--- config.mk ---
export PLATFORM = sky130hd
export DESIGN_NAME = fb_mem_arbiter
export DESIGN_NICKNAME = d
export VERILOG_FILES = /design/src/rtl/fb_arb_pkg.sv /design/src/rtl/fb_mem_arbiter.sv
export SDC_FILE = /design/constraint.sdc
export NUM_CORES = 1
export LEC_CHECK = 0
export BUFFER_PORTS_ARGS = -buffer_cell sky130_fd_sc_hd__buf_2
export CORE_AREA = 2 2 111 113
export CTS_CLUSTER_SIZE = 25
export DETAILED_ROUTE_END_ITERATION = 7
export DIE_AREA = 0 0 113 115
export GPL_ROUTABILITY_DRIVEN = 1
export GPL_TIMING_DRIVEN = 1
export PLACE_DENSITY = 0.44
export SYNTH_ARGS = -nofsm -noshare
export SYNTH_HDL_FRONTEND = slang
export SYNTH_SLANG_ARGS = --single-unit
--- constraint.sdc ---
create_clock -name sys_clk -period 1.9 [get_ports sys_clk]
set_input_delay 0.19 -clock sys_clk [delete_from_list [all_inputs] [get_ports sys_clk]]
set_output_delay 0.19 -clock sys_clk [all_outputs]
set_load 0.01 [all_outputs]
--- src/rtl/fb_arb_pkg.sv ---
// Shared types and the round-robin pick used by the framebuffer memory arbiter.
package fb_arb_pkg;

    typedef enum logic {
        IDLE  = 1'b0,
        GRANT = 1'b1
    } arb_state_t;

    // Largest supported requester count; owner indices are sized for it.
    localparam int MAX_NREQ = 4;
    localparam int IDX_W    = 2;

    typedef logic [IDX_W-1:0] req_idx_t;

    // Returns the first asserted request strictly after 'last', wrapping modulo
    // nreq. Scanning from the far end and overwriting leaves the nearest hit.
    function automatic req_idx_t rr_next(
        input logic [MAX_NREQ-1:0] req,
        input req_idx_t            last,
        input int                  nreq
    );
        req_idx_t pick;
        int       idx;
        pick = last;
        for (int k = MAX_NREQ; k >= 1; k--) begin
            if (k <= nreq) begin
                idx = (int'(last) + k) % nreq;
                if (req[idx[IDX_W-1:0]]) begin
                    pick = idx[IDX_W-1:0];
                end
            end
        end
        return pick;
    endfunction

endpackage

--- src/rtl/fb_mem_arbiter.sv ---
// Framebuffer memory port arbiter: round-robin between NREQ single-beat
// Wishbone-style requesters with a per-grant hold limit. Requester 0 is the
// VGA reader, the rest are pixel writers.
module fb_mem_arbiter
    import fb_arb_pkg::*;
#(
    parameter int NREQ     = 2,
    parameter int AW       = 32,
    parameter int DW       = 32,
    parameter int MAX_HOLD = 16
) (
    input  logic                   sys_clk,
    input  logic                   sys_rst_n,
    input  logic [NREQ-1:0]        req_i,
    input  logic [NREQ-1:0]        we_i,
    input  logic [NREQ*AW-1:0]     adr_i,
    input  logic [NREQ*DW-1:0]     dat_i,
    input  logic [NREQ*DW/8-1:0]   sel_i,
    output logic [NREQ-1:0]        gnt_o,
    output logic [NREQ-1:0]        ack_o,
    output logic [DW-1:0]          dat_o,
    output logic                   m_cyc_o,
    output logic                   m_stb_o,
    output logic                   m_we_o,
    output logic [AW-1:0]          m_adr_o,
    output logic [DW-1:0]          m_dat_o,
    output logic [DW/8-1:0]        m_sel_o,
    input  logic                   m_ack_i,
    input  logic [DW-1:0]          m_dat_i
);

    localparam int SW = DW / 8;
    localparam int HW = (MAX_HOLD > 1) ? $clog2(MAX_HOLD) : 1;
    localparam logic [HW-1:0] HOLD_LAST = HW'(MAX_HOLD - 1);

    arb_state_t          state_reg, state_next;
    req_idx_t            owner_reg, owner_next;
    req_idx_t            last_reg, last_next;
    logic [HW-1:0]       hold_cnt_reg, hold_cnt_next;
    logic [NREQ-1:0]     gnt_reg, gnt_next;

    logic [MAX_NREQ-1:0] req_pad;
    logic                owner_req;
    logic                others_wait;
    logic                beat_ack;

    logic [AW-1:0]       adr_masked [NREQ];
    logic [DW-1:0]       dat_masked [NREQ];
    logic [SW-1:0]       sel_masked [NREQ];

    assign req_pad = MAX_NREQ'(req_i);

    // Per-requester slices gated by the registered one-hot grant, so the
    // slave-side mux below is a plain OR of at most one live lane.
    genvar gi;
    generate
        for (gi = 0; gi < NREQ; gi++) begin : g_lane
            assign adr_masked[gi] = gnt_reg[gi] ? adr_i[gi*AW +: AW] : '0;
            assign dat_masked[gi] = gnt_reg[gi] ? dat_i[gi*DW +: DW] : '0;
            assign sel_masked[gi] = gnt_reg[gi] ? sel_i[gi*SW +: SW] : '0;
        end
    endgenerate

    // Combinational request mux from the current owner to the slave port.
    always_comb begin
        m_adr_o = '0;
        m_dat_o = '0;
        m_sel_o = '0;
        for (int i = 0; i < NREQ; i++) begin
            m_adr_o = m_adr_o | adr_masked[i];
            m_dat_o = m_dat_o | dat_masked[i];
            m_sel_o = m_sel_o | sel_masked[i];
        end
    end

    // Owner status: its pending beat, and whether anybody else is queued.
    assign owner_req   = |(req_i & gnt_reg);
    assign others_wait = |(req_i & ~gnt_reg);
    assign m_we_o      = |(we_i & gnt_reg);

    // The slave sees a cycle for the whole grant; stb follows the owner's
    // request so it is never dropped while a beat is outstanding.
    assign m_cyc_o  = (state_reg == GRANT);
    assign m_stb_o  = m_cyc_o & owner_req;
    assign beat_ack = m_stb_o & m_ack_i;

    assign gnt_o = gnt_reg;
    assign ack_o = beat_ack ? gnt_reg : '0;
    assign dat_o = m_dat_i;

    // State, owner, round-robin pointer, hold counter and grant register.
    always_ff @(posedge sys_clk or negedge sys_rst_n) begin
        if (!sys_rst_n) begin
            state_reg    <= IDLE;
            owner_reg    <= '0;
            last_reg     <= req_idx_t'(NREQ - 1);
            hold_cnt_reg <= '0;
            gnt_reg      <= '0;
        end else begin
            state_reg    <= state_next;
            owner_reg    <= owner_next;
            last_reg     <= last_next;
            hold_cnt_reg <= hold_cnt_next;
            gnt_reg      <= gnt_next;
        end
    end

    // Next-state: arbitrate from IDLE, release the port when the owner is
    // done or has used its hold budget while someone else waits.
    always_comb begin
        state_next    = state_reg;
        owner_next    = owner_reg;
        last_next     = last_reg;
        hold_cnt_next = hold_cnt_reg;
        gnt_next      = '0;

        case (state_reg)
            IDLE: begin
                if (|req_i) begin
                    state_next    = GRANT;
                    owner_next    = rr_next(req_pad, last_reg, NREQ);
                    hold_cnt_next = '0;
                end
            end
            GRANT: begin
                if (beat_ack && (hold_cnt_reg != HOLD_LAST)) begin
                    hold_cnt_next = hold_cnt_reg + HW'(1);
                end
                if (!owner_req) begin
                    state_next    = IDLE;
                    last_next     = owner_reg;
                    hold_cnt_next = '0;
                end else if (beat_ack && (hold_cnt_reg == HOLD_LAST) && others_wait) begin
                    state_next    = IDLE;
                    last_next     = owner_reg;
                    hold_cnt_next = '0;
                end
            end
            default: begin
                state_next = IDLE;
            end
        endcase

        for (int i = 0; i < NREQ; i++) begin
            gnt_next[i] = (state_next == GRANT) && (owner_next == req_idx_t'(i));
        end
    end

    // Structural invariants of the grant/ack outputs.
    a_gnt_onehot: assert property (@(posedge sys_clk) disable iff (!sys_rst_n)
        $onehot0(gnt_o));
    a_ack_owner: assert property (@(posedge sys_clk) disable iff (!sys_rst_n)
        (|ack_o) |-> ((ack_o & gnt_o) == ack_o));

endmodule
Word level (Yosys, flattened, before mapping)
Cells that the tools add are included.

storage, ports and cells
  register bits = 11
  output and inout bits = 107

cells by class
  magnitude comparators = 2
  multiplexer cells = 26
  bitwise operators = 12
  equality and inequality tests = 6
  $add $sub $neg = 3
  reductions and logical operators = 12

operator list
  kind                                                                          count
  32-bit 2-to-1 mux                                                             4
  32-bit OR                                                                     2
  4-bit 2-to-1 mux                                                              6
  2-bit 2-to-1 mux                                                              7
  4-bit one-hot mux with 2 select lines                                         1
  2-bit OR reduction                                                            4
  2-bit AND                                                                     3
  2-bit by 3-bit less-than comparator with 1-bit output, second input constant  2
  1-bit logical AND                                                             5
  1-bit 2-to-1 mux                                                              5
  4-bit by 1-bit adder with 4-bit output, second input constant                 1
  1-bit binary-select mux with 2-bit select                                     2
  4-bit equality test, second input constant                                    1
  4-bit by 2-bit inequality test with 1-bit output, second input constant       1
  4-bit inequality test, second input constant                                  1
  4-bit OR                                                                      1
  2-bit AND reduction                                                           2
  1-bit adder, second input constant                                            2
  1-bit AND                                                                     2
  1-bit AND, first input constant                                               2
  2-bit by 1-bit equality test with 1-bit output, second input constant         1
  2-bit zero test                                                               1
  2-bit by 1-bit inequality test with 1-bit output, second input constant       1
  2-bit inequality test, second input constant                                  1
  other kinds (3)                                                               3

Longest topological paths before layout
Gate-level depths: netlist of the first run.

  word-level depth = 10
  mapped depth = 5
  depth with buffers taken out = 5

Least setup slack after synthesis of the first run
Ideal clock, no wire load.

  path type = register to register
  from = reg hold_cnt_reg[0]
  to = reg hold_cnt_reg[1]
  arrival = 1349 ps
  setup slack = 472 ps
  period minus slack after synthesis = 1428 ps
  library setup time = 79 ps
  cell stages (with the launch flop) = 6
  cells stage by stage = dfrtp_1 > ha_1 > and3_1 > a31o_1 > a21boi_2 > mux2i_1

between the ends
  word-level cells in the longest chain between the ends = 6
  elaborated cells between the ends (all ways) = 12
  those cells by class = add/sub (1); eq/ne (3); mux (4); reduce/logical (4)

RTL lines
  element                                                                         line                   source
  start: declaration                                                              fb_mem_arbiter.sv:39   logic [HW-1:0] hold_cnt_reg, hold_cnt_next;
  start signal: assignment                                                        fb_mem_arbiter.sv:103  hold_cnt_reg <= hold_cnt_next;
  branches (longest 6 deep; another with 4-bit by 1-bit adder with 4-bit output)  n/a

Several ways; the timed one is not identified. The select of a mux whose other input is x is not followed.
A chain may end at the register's enable or synchronous reset.

Final worst setup path of the first run
  from = reg state_reg (netlist: m_cyc_o)
  to = out ack_o[1]

between the ends
  word-level cells in the longest chain between the ends = 3

RTL lines
  element                   line                   source
  start: declaration        fb_mem_arbiter.sv:36   arb_state_t state_reg, state_next;
  start signal: assignment  fb_mem_arbiter.sv:100  state_reg <= state_next;
  1-bit AND                 fb_mem_arbiter.sv:84   assign m_stb_o = m_cyc_o & owner_req;
  1-bit AND                 fb_mem_arbiter.sv:85   assign beat_ack = m_stb_o & m_ack_i;
  2-bit 2-to-1 mux          fb_mem_arbiter.sv:88   assign ack_o = beat_ack ? gnt_reg : '0;
  end: declaration          fb_mem_arbiter.sv:20   output logic [NREQ-1:0] ack_o,

Every way passes these cells.

==> impl_metrics.toml, run 1 <==
[synthesis]
ys_async_sr_fraction = 1.000
yosysTopAreaCellShare = 0.4111
yosys-top-cells-area = "a22o_1, buf_4, dfrtp_1"
ys_ff_latch = 10
synth-seq-area-share = 0.1711
synth_cell_types = 32
synth_area_sq_um = 1470
synth_area_per_cell_sq_um = 8.498
yosys_warnings = 0
syn-instance-count = 173
synthesis.nets = 349
synth_edf_count = 0
synth-main-ff-cell = "dfrtp_1"
yosys.area.top_type = "a22o_1"

[cells_and_area]
final_area_sq_um = 2546
syn_to_final_growth_pct = 73.19
diodes = 0
finalNetCount = 528
drive_above_1_share = 0.6667
largest_register_ffs = 4

[global_routing]
grt_use_total = 0.09829
grt_pass1_wl_mm = 10.16
grt-ovfl-total = 0
use_met3 = 0.02003
busiest_layer = "met2"
grt_pass1_vias = 1909
use_met1 = 0.1133
met2_usage = 0.1884
grt_max_degree = 40
antenna_found_initial = 0

[sta]
fin_crit_sh = 0.8499
fmax_mhz = 619.3
slew_violations = 0
rsz0062_at_grt = "no"
setup-tns-final_ps = 0
setup_violations = 0
fin_crit_ps = 1615
tightestPinTransition_ps = 401.8
slew_headroom = 0.7321
hold_violations = 0
final.setup_skew_ps = 2.400

[critical_path]
crit_buf_inv = 2
reg2regPathDepth = 5
path_depth = 4
timing.critical_path.max_delay_family = "simple AND/OR/NAND/NOR gates"
cp_data_arrival_time_ps = 1420
critPathCaptureType = "output pin"
crit_fanout = 10
cp-start-kind = "flip-flop"
crit_chain = "inv_1 -> nor2_2 -> and3_1 -> buf_2"
cp.required_ps = 1710
cp_slowest_stage_delay_ps = 400
critPathSlowestCell = "dfrtp_1"
path_class = "flip-flop to output pin"

[floorplanning]
core_sq_um = 11810
die-area_sq_um = 13000
initial_core_util = 0.1245
rows = 40
die_y_microns = 115
io_pins = 282
die_w_microns = 113

[detailed_routing]
drt_iter0_markers = 119
drc = 20
via_per_inst = 4.191
wl_mm = 7.376
wl_per_cell_microns = 14.81
firstDrtPassIters = 6
vias = 2087
drtAntennaViolNets = 0

[cts]
cts_made_buffers = 3
cts_post_setup_buffers_inserted = 0
cts.sinks = 10
cts_resized = 0
cts_tree = "done"
htreeDepth = 1
cts_buffer_depth = 2
holdBufCountCts = 1
cts.clk_slew.worst_paths_ps = 40
root_buffer = "clkbuf_16"
clk_latency_ps = 240

[power_and_ir_drop]
ir_worst_vdd_uv = 459.5
power.leakage_uw = 0.001491
p_per_area_nw_per_um2 = 1096

[place]
detailed_place_hpwl_mm = 6.324
place.gp.congestion = 0.8366
io_buffer_count = 217
dpl_cell_area_sq_um = 2457

[worst_hold_path]
min_path_type = "input pin to flip-flop"
holdPathStages = 3

[flow_run]
max_cap_viol_count = 0

[outcome]
outcome = "complete, but fails checks"
violations = "DRC"
## power breakdown
part | switching (uW) | internal, uW
clock network | 106 | 282
registers | 48.3 | 280
logic | 1120 | 955
total | 1270 | 1520
## placed cells by master, fill, tap and decap left out, types with 2 or more instances in the layout
cell type  count
o21ai_0        3
inv_1          6
nor2_1         3
dfrtp_1        7
dfrtp_2        2
buf_2        217
and3_1         3
a22o_1        69
a21oi_1        4
nand2b_1       2
clkbuf_16      3
buf_4          4
nand2_1        5
nand3_1        2
## Yosys cell counts (2+ instances only)
cell and instances:
nand2b_1 2, o21ai_0 3, inv_1 6, a22o_1 69, clkbuf_1 14, nor2_1 3
a21oi_1 4, and3_1 3, buf_6 2, nand3_1 2, dfrtp_1 9, nand2_1 5
buf_4 32
## routing by layer
layer	routed length, microns	up-vias	share of wire
met1	2796	952	0.38
met4	31	0	0.0042
met3	737	4	0.10
met2	3811	133	0.52
li1	-	998	-
met5	0	-	0
## layout make-up
type | instances | area (sq um)
clock buffer | 4 | 78.83
fill | 1302 | 9265
inverter | 6 | 22.52
multi-input combinational | 109 | 880.8
sequential | 10 | 254.0
tap | 147 | 183.9
timing repair buffer | 222 | 1126
## worst reg2reg max path: cells and delay by family, from the launching register on
family	cells	cell delay, ps
flip-flops	1	390
AO/OA/AOI/OAI	2	440
adder cells (fa/ha/maj)	1	250
multiplexers	1	200
AND/OR/NAND/NOR	1	190
## metrics by stage
stage | setup WS, ps | total power (uW) | hold WS (ps) | util | instances
floorplan | 472.1 | 1648 | -105.6 | - | 173
global placement | 418.5 | 2426 | 68.32 | 0.2081 | 493
detailed placement | 361.2 | 2421 | 73.73 | 0.2081 | 493
CTS | 274.6 | 2830 | 283.8 | 0.2156 | 498
global route | 181.7 | 2991 | 349.7 | 0.2156 | 498
finish | 285.2 | 2791 | 286.1 | 0.2156 | 498
## kinds of logic after synthesis
family,synth area share
and+or+nand+nor,0.08852
buffers and inverters,0.2298
AOI/OAI and AO/OA,0.4877
DFF,0.1711
muxes,0.01447
adders and majority gates,0.008509
## final timing paths
kind                                   end            start  slack, ps
max in group asynchronous      last_reg[0]        sys_rst_n       1290
min in group asynchronous  hold_cnt_reg[3]        sys_rst_n        350
min reg2reg                   owner_reg[1]     owner_reg[1]        490
min                        hold_cnt_reg[3]          m_ack_i        290
max                               ack_o[1]          m_cyc_o        290
max reg2reg                hold_cnt_reg[1]  hold_cnt_reg[0]        360
(Power assumes the default switching activity.)
==> inputs of run 2 (changes only) <==
==> constraint.sdc (replaced) <==
create_clock -name sys_clk -period 1.65 [get_ports sys_clk]
set_input_delay 0.165 -clock sys_clk [delete_from_list [all_inputs] [get_ports sys_clk]]
set_output_delay 0.165 -clock sys_clk [all_outputs]
set_load 0.01 [all_outputs]
==> run 2 against run 1 <==
  * Critical endpoint unchanged
  * The flow still finishes with violations (DRC)
  * Highest routed layer unchanged
  * Via count is 0.38% lower
  * Clock skew is 1.5 ps lower
  * Power increased by 16%
==> impl_metrics.toml, run 2 (synthesis gave the netlist of run 1 again) <==
[global_routing]
grt-ovfl-total = 0
grt_pass1_wl_mm = 10.18
grt_pass1_vias = 1953
grt_max_degree = 40
grt_use_total = 0.09864
antenna_found_initial = 0

[cts]
cts_post_setup_buffers_inserted = 0
cts_tree = "done"
clk_latency_ps = 240
cts.sinks = 10
root_buffer = "clkbuf_16"
cts_made_buffers = 3
cts_buffer_depth = 2
htreeDepth = 1
cts.clk_slew.worst_paths_ps = 40

[cells_and_area]
final_common_cell = "buf_2"
fin_cells = 498
fin_util = 0.2160
drive_above_1_share = 0.6667
final_cell_mix = "buf_2, a22o_1, dfrtp_1"
diodes = 0
largest_register_ffs = 4
finalNetCount = 528
syn_to_final_growth_pct = 73.53
final_area_sq_um = 2551
final-seq-area_sq_um = 254.0
multi_input_area_sq_um = 885.9
fill_cells = 1322

[sta]
whs_ps = 271.9
tightestPinTransition_ps = 431.5
final.setup_skew_ps = 0.9224
rsz0062_at_grt = "no"
fmax_mhz = 632.4
hold_violations = 0
fin_crit_ps = 1581
setup_violations = 0
fin_crit_sh = 0.9584
setup-tns-final_ps = 0
slew_headroom = 0.7093
slew_violations = 0

[detailed_routing]
drtAntennaViolNets = 0
wl_per_cell_microns = 15.01
via_per_inst = 4.175
drc = 20
drt_iter0_markers = 87
firstDrtPassIters = 8
vias = 2079
wl_mm = 7.474

[floorplanning]
io_pins = 282
rows = 40
die_y_microns = 115
initial_core_util = 0.1245
core_sq_um = 11810
die-area_sq_um = 13000
die_w_microns = 113

[critical_path]
cp_data_arrival_time_ps = 1420
path_class = "flip-flop to output pin"
cp.required_ps = 1480
critPathCaptureType = "output pin"
reg2regPathDepth = 5
crit_fanout = 10
cp-start-kind = "flip-flop"

[outcome]
violations = "DRC"
outcome = "complete, but fails checks"

[worst_hold_path]
min_path_type = "input pin to flip-flop"
holdPathStages = 3

[power_and_ir_drop]
p_int_uw = 1749
p_sw_frac = 0.4591
power.leakage_uw = 0.001491
power_frac_comb = 0.744
p_clk_frac = 0.138
p_per_area_nw_per_um2 = 1267
p_switching_uw = 1484
power_frac_seq = 0.118
ir_worst_vdd_uv = 848.0

[place]
place.gp.congestion = 0.8214
io_buffer_count = 217
dp_cells = 493
dpl_cell_area_sq_um = 2457
detailed_place_hpwl_mm = 6.312

[flow_run]
max_cap_viol_count = 0
==> run 2: changes by cell type in the layout (fill, tap and decap cells not counted) <==
cell    change
nor2_2      -1
nor2_4      +1
==> run 2: cell type report <==
type,instances,area share
clock buffers,4,0.03090
flip-flops and latches,10,0.09956
repair buffers,222,0.4414
inverters,6,0.008828
well taps,147,0.07209
multi-input cells,109,0.3472
==> run 2: what timing repair did <==
| action | in CTS | in global routing |
|---|---|---|
| hold endpoints to repair | 9 | 0 |
| gates resized for setup | 0 | 1 |
| hold buffers | 1 | 0 |
| endpoints found under the setup margin | 0 | 2 |
==> run 2: through the flow <==
step / setup WS [ps] / total power (uW)
6_report: 68.68 / 3233
5_1_grt: 4.244 / 3457
4_1_cts: 13.02 / 3260
3_5_place_dp: 141.2 / 2784
3_3_place_gp: 166.9 / 2791
2_1_floorplan: 222.1 / 1898
==> run 2: routing by layer <==
metal / global-route usage / part of all wire
met1: 0.1140 / 0.38
met2: 0.1888 / 0.51
met3: 0.02161 / 0.098
met4: 0.01626 / 0.0071
met5: 0 / 0
==> run 2: critical path, cell delays in order, from the launching register on <==
cell and delay (ps):
dfrtp_2 420, a22oi_2 310, nor2_4 120, and3_1 200
buf_2 130
==> run 2: worst paths after layout <==
kind / start / to / slack (ps)
worst max register to register: hold_cnt_reg[0] / hold_cnt_reg[1] / 140
worst min register to register: owner_reg[1] / owner_reg[1] / 490
worst min-delay path: m_ack_i / hold_cnt_reg[3] / 270
worst max-delay path: gnt_o[1] / ack_o[1] / 70
min in group asynchronous: sys_rst_n / hold_cnt_reg[3] / 310
max in group asynchronous: sys_rst_n / last_reg[0] / 1080
==> run 2: power groups by stage <==
| stage | combinational, uW | sequential [uW] | clock [uW] |
|---|---|---|---|
| after floorplan | 1520 | 374 | 0 |
| after global placement | 2410 | 379 | 0 |
| after detailed placement | 2400 | 379 | 0 |
| after CTS | 2430 | 380 | 451 |
| after global routing | 2600 | 389 | 464 |
| final | 2410 | 380 | 446 |
==> inputs of run 3 (changes only) <==
--- a/config.mk
+++ b/config.mk
@@ -5,7 +5,7 @@
 export SDC_FILE = /design/constraint.sdc
 export NUM_CORES = 1
 export LEC_CHECK = 0
-export BUFFER_PORTS_ARGS = -buffer_cell sky130_fd_sc_hd__buf_2
+export BUFFER_PORTS_ARGS = -buffer_cell sky130_fd_sc_hd__clkbuf_2
 export CORE_AREA = 2 2 111 113
 export CTS_CLUSTER_SIZE = 25
 export DETAILED_ROUTE_END_ITERATION = 7
==> run 3 against run 2 <==
  * The flow still finishes with violations (DRC)
  * Worst setup slack improved by 8.1 ps
  * Sequential power about the same
  * Cell area increased by 0.64%
  * Register-to-register slack about the same
  * Global-route usage about the same
  * Power increased by 1.6%
  * Hold slack improved by 4.7 ps
  * Critical path depth decreased by 1
  * Largest power group unchanged
==> impl_metrics.toml, run 3 (synthesis gave the netlist of run 1 again) <==
[sta]
final.setup_skew_ps = 6.733
fmax_mhz = 635.6
fin_crit_ps = 1573
setup-tns-final_ps = 0
slew_headroom = 0.7091
whs_ps = 276.6
slew_violations = 0
tightestPinTransition_ps = 436.3
setup_violations = 0
rsz0062_at_grt = "no"
fin_crit_sh = 0.9535
hold_violations = 0

[detailed_routing]
firstDrtPassIters = 8
drc = 19
wl_mm = 7.345
wl_per_cell_microns = 14.75
drtAntennaViolNets = 0
via_per_inst = 4.205
vias = 2094
drt_iter0_markers = 64

[cts]
cts_tree = "done"
htreeDepth = 1
root_buffer = "clkbuf_16"
cts.sinks = 10
clk_latency_ps = 240
cts_buffer_depth = 2
cts.clk_slew.worst_paths_ps = 40
cts_made_buffers = 3

[flow_run]
max_cap_viol_count = 0

[worst_hold_path]
min_path_type = "input pin to flip-flop"

[global_routing]
grt_max_degree = 43
antenna_found_initial = 0
grt_pass1_wl_mm = 10.25
grt-ovfl-total = 0
grt_use_total = 0.09892
grt_pass1_vias = 1912

[cells_and_area]
finalNetCount = 528
final_common_cell = "clkbuf_2"
largest_register_ffs = 4
final_cell_mix = "clkbuf_2, a22o_1, dfrtp_1"
syn_to_final_growth_pct = 74.64
diodes = 0
drive_above_1_share = 0.6724
fill_cells = 1320

[critical_path]
cp_data_arrival_time_ps = 1410
path_class = "flip-flop to output pin"
critPathCaptureType = "output pin"
crit_fanout = 42
cp-start-kind = "flip-flop"
cp.required_ps = 1480

[power_and_ir_drop]
power.leakage_uw = 0.001493
p_per_area_nw_per_um2 = 1279
ir_worst_vdd_uv = 497.7

[place]
place.gp.congestion = 0.8369
io_buffer_count = 217
detailed_place_hpwl_mm = 6.345

[floorplanning]
die_w_microns = 113
die_y_microns = 115
rows = 40
core_sq_um = 11810
initial_core_util = 0.1245
io_pins = 282
die-area_sq_um = 13000

[outcome]
violations = "DRC"
outcome = "complete, but fails checks"
## run 3: cell count changes in the layout (fill, tap and decap cells not counted), sizes merged
cell / change
clkbuf: +217
buf: -217
## run 3: metal layers
layer | share of wire | wire (microns) | global-route usage | up-vias
met2 | 0.51 | 3752 | 0.1832 | 132
met3 | 0.096 | 708 | 0.01740 | 5
met5 | 0 | 0 | 0 | -
li1 | - | - | - | 997
met4 | 0.0054 | 40 | 0.01789 | 0
met1 | 0.39 | 2844 | 0.1211 | 960
## run 3: cell type report
type,instances,area [sq um],area share
clock buffer,4,88.84,0.03460
timing repair buffer,222,1130,0.4401
tap,147,183.9,0.07164
sequential,10,254.0,0.09893
multi-input combinational,109,888.4,0.3460
inverter,6,22.52,0.008772
## run 3: where the power goes
part,switching (uW),internal (uW)
registers,60.1,323
clock network,124,365
logic,1310,1100
total,1500,1790
## run 3: critical path, stage by stage, from the launching register on
cell and delay, ps:
dfrtp_2 380, buf_4 380, a22o_1 240, clkbuf_2 140
## run 3: per-stage QoR
stage | utilization | setup WS, ps | cell area (sq um) | cells | total power [uW]
2_1_floorplan | - | 222.1 | 1470 | 173 | 1898
3_3_place_gp | 0.2081 | 168.8 | 2457 | 493 | 2804
3_5_place_dp | 0.2081 | 93.39 | 2457 | 493 | 2808
4_1_cts | 0.2164 | 11.63 | 2556 | 498 | 3318
5_1_grt | 0.2174 | 9.021 | 2567 | 498 | 3525
6_report | 0.2174 | 76.76 | 2567 | 498 | 3285
## run 3: worst paths after layout
kind,endpoint,slack (ps),cells after the start,startpoint
hold / removal,hold_cnt_reg[3],280,3,m_ack_i
min in group asynchronous,hold_cnt_reg[3],320,2,sys_rst_n
max in group asynchronous,last_reg[0],1060,2,sys_rst_n
setup / recovery,m_we_o,80,3,gnt_o[1]
hold reg to reg,owner_reg[1],500,1,owner_reg[1]
setup reg to reg,hold_cnt_reg[1],140,5,hold_cnt_reg[0]
## run 3: what timing repair did
item	in CTS	in global routing
buffers inserted	0	0
setup endpoints to repair	0	11
resized for setup	0	3
hold buffers	1	0
hold endpoints to repair	9	0
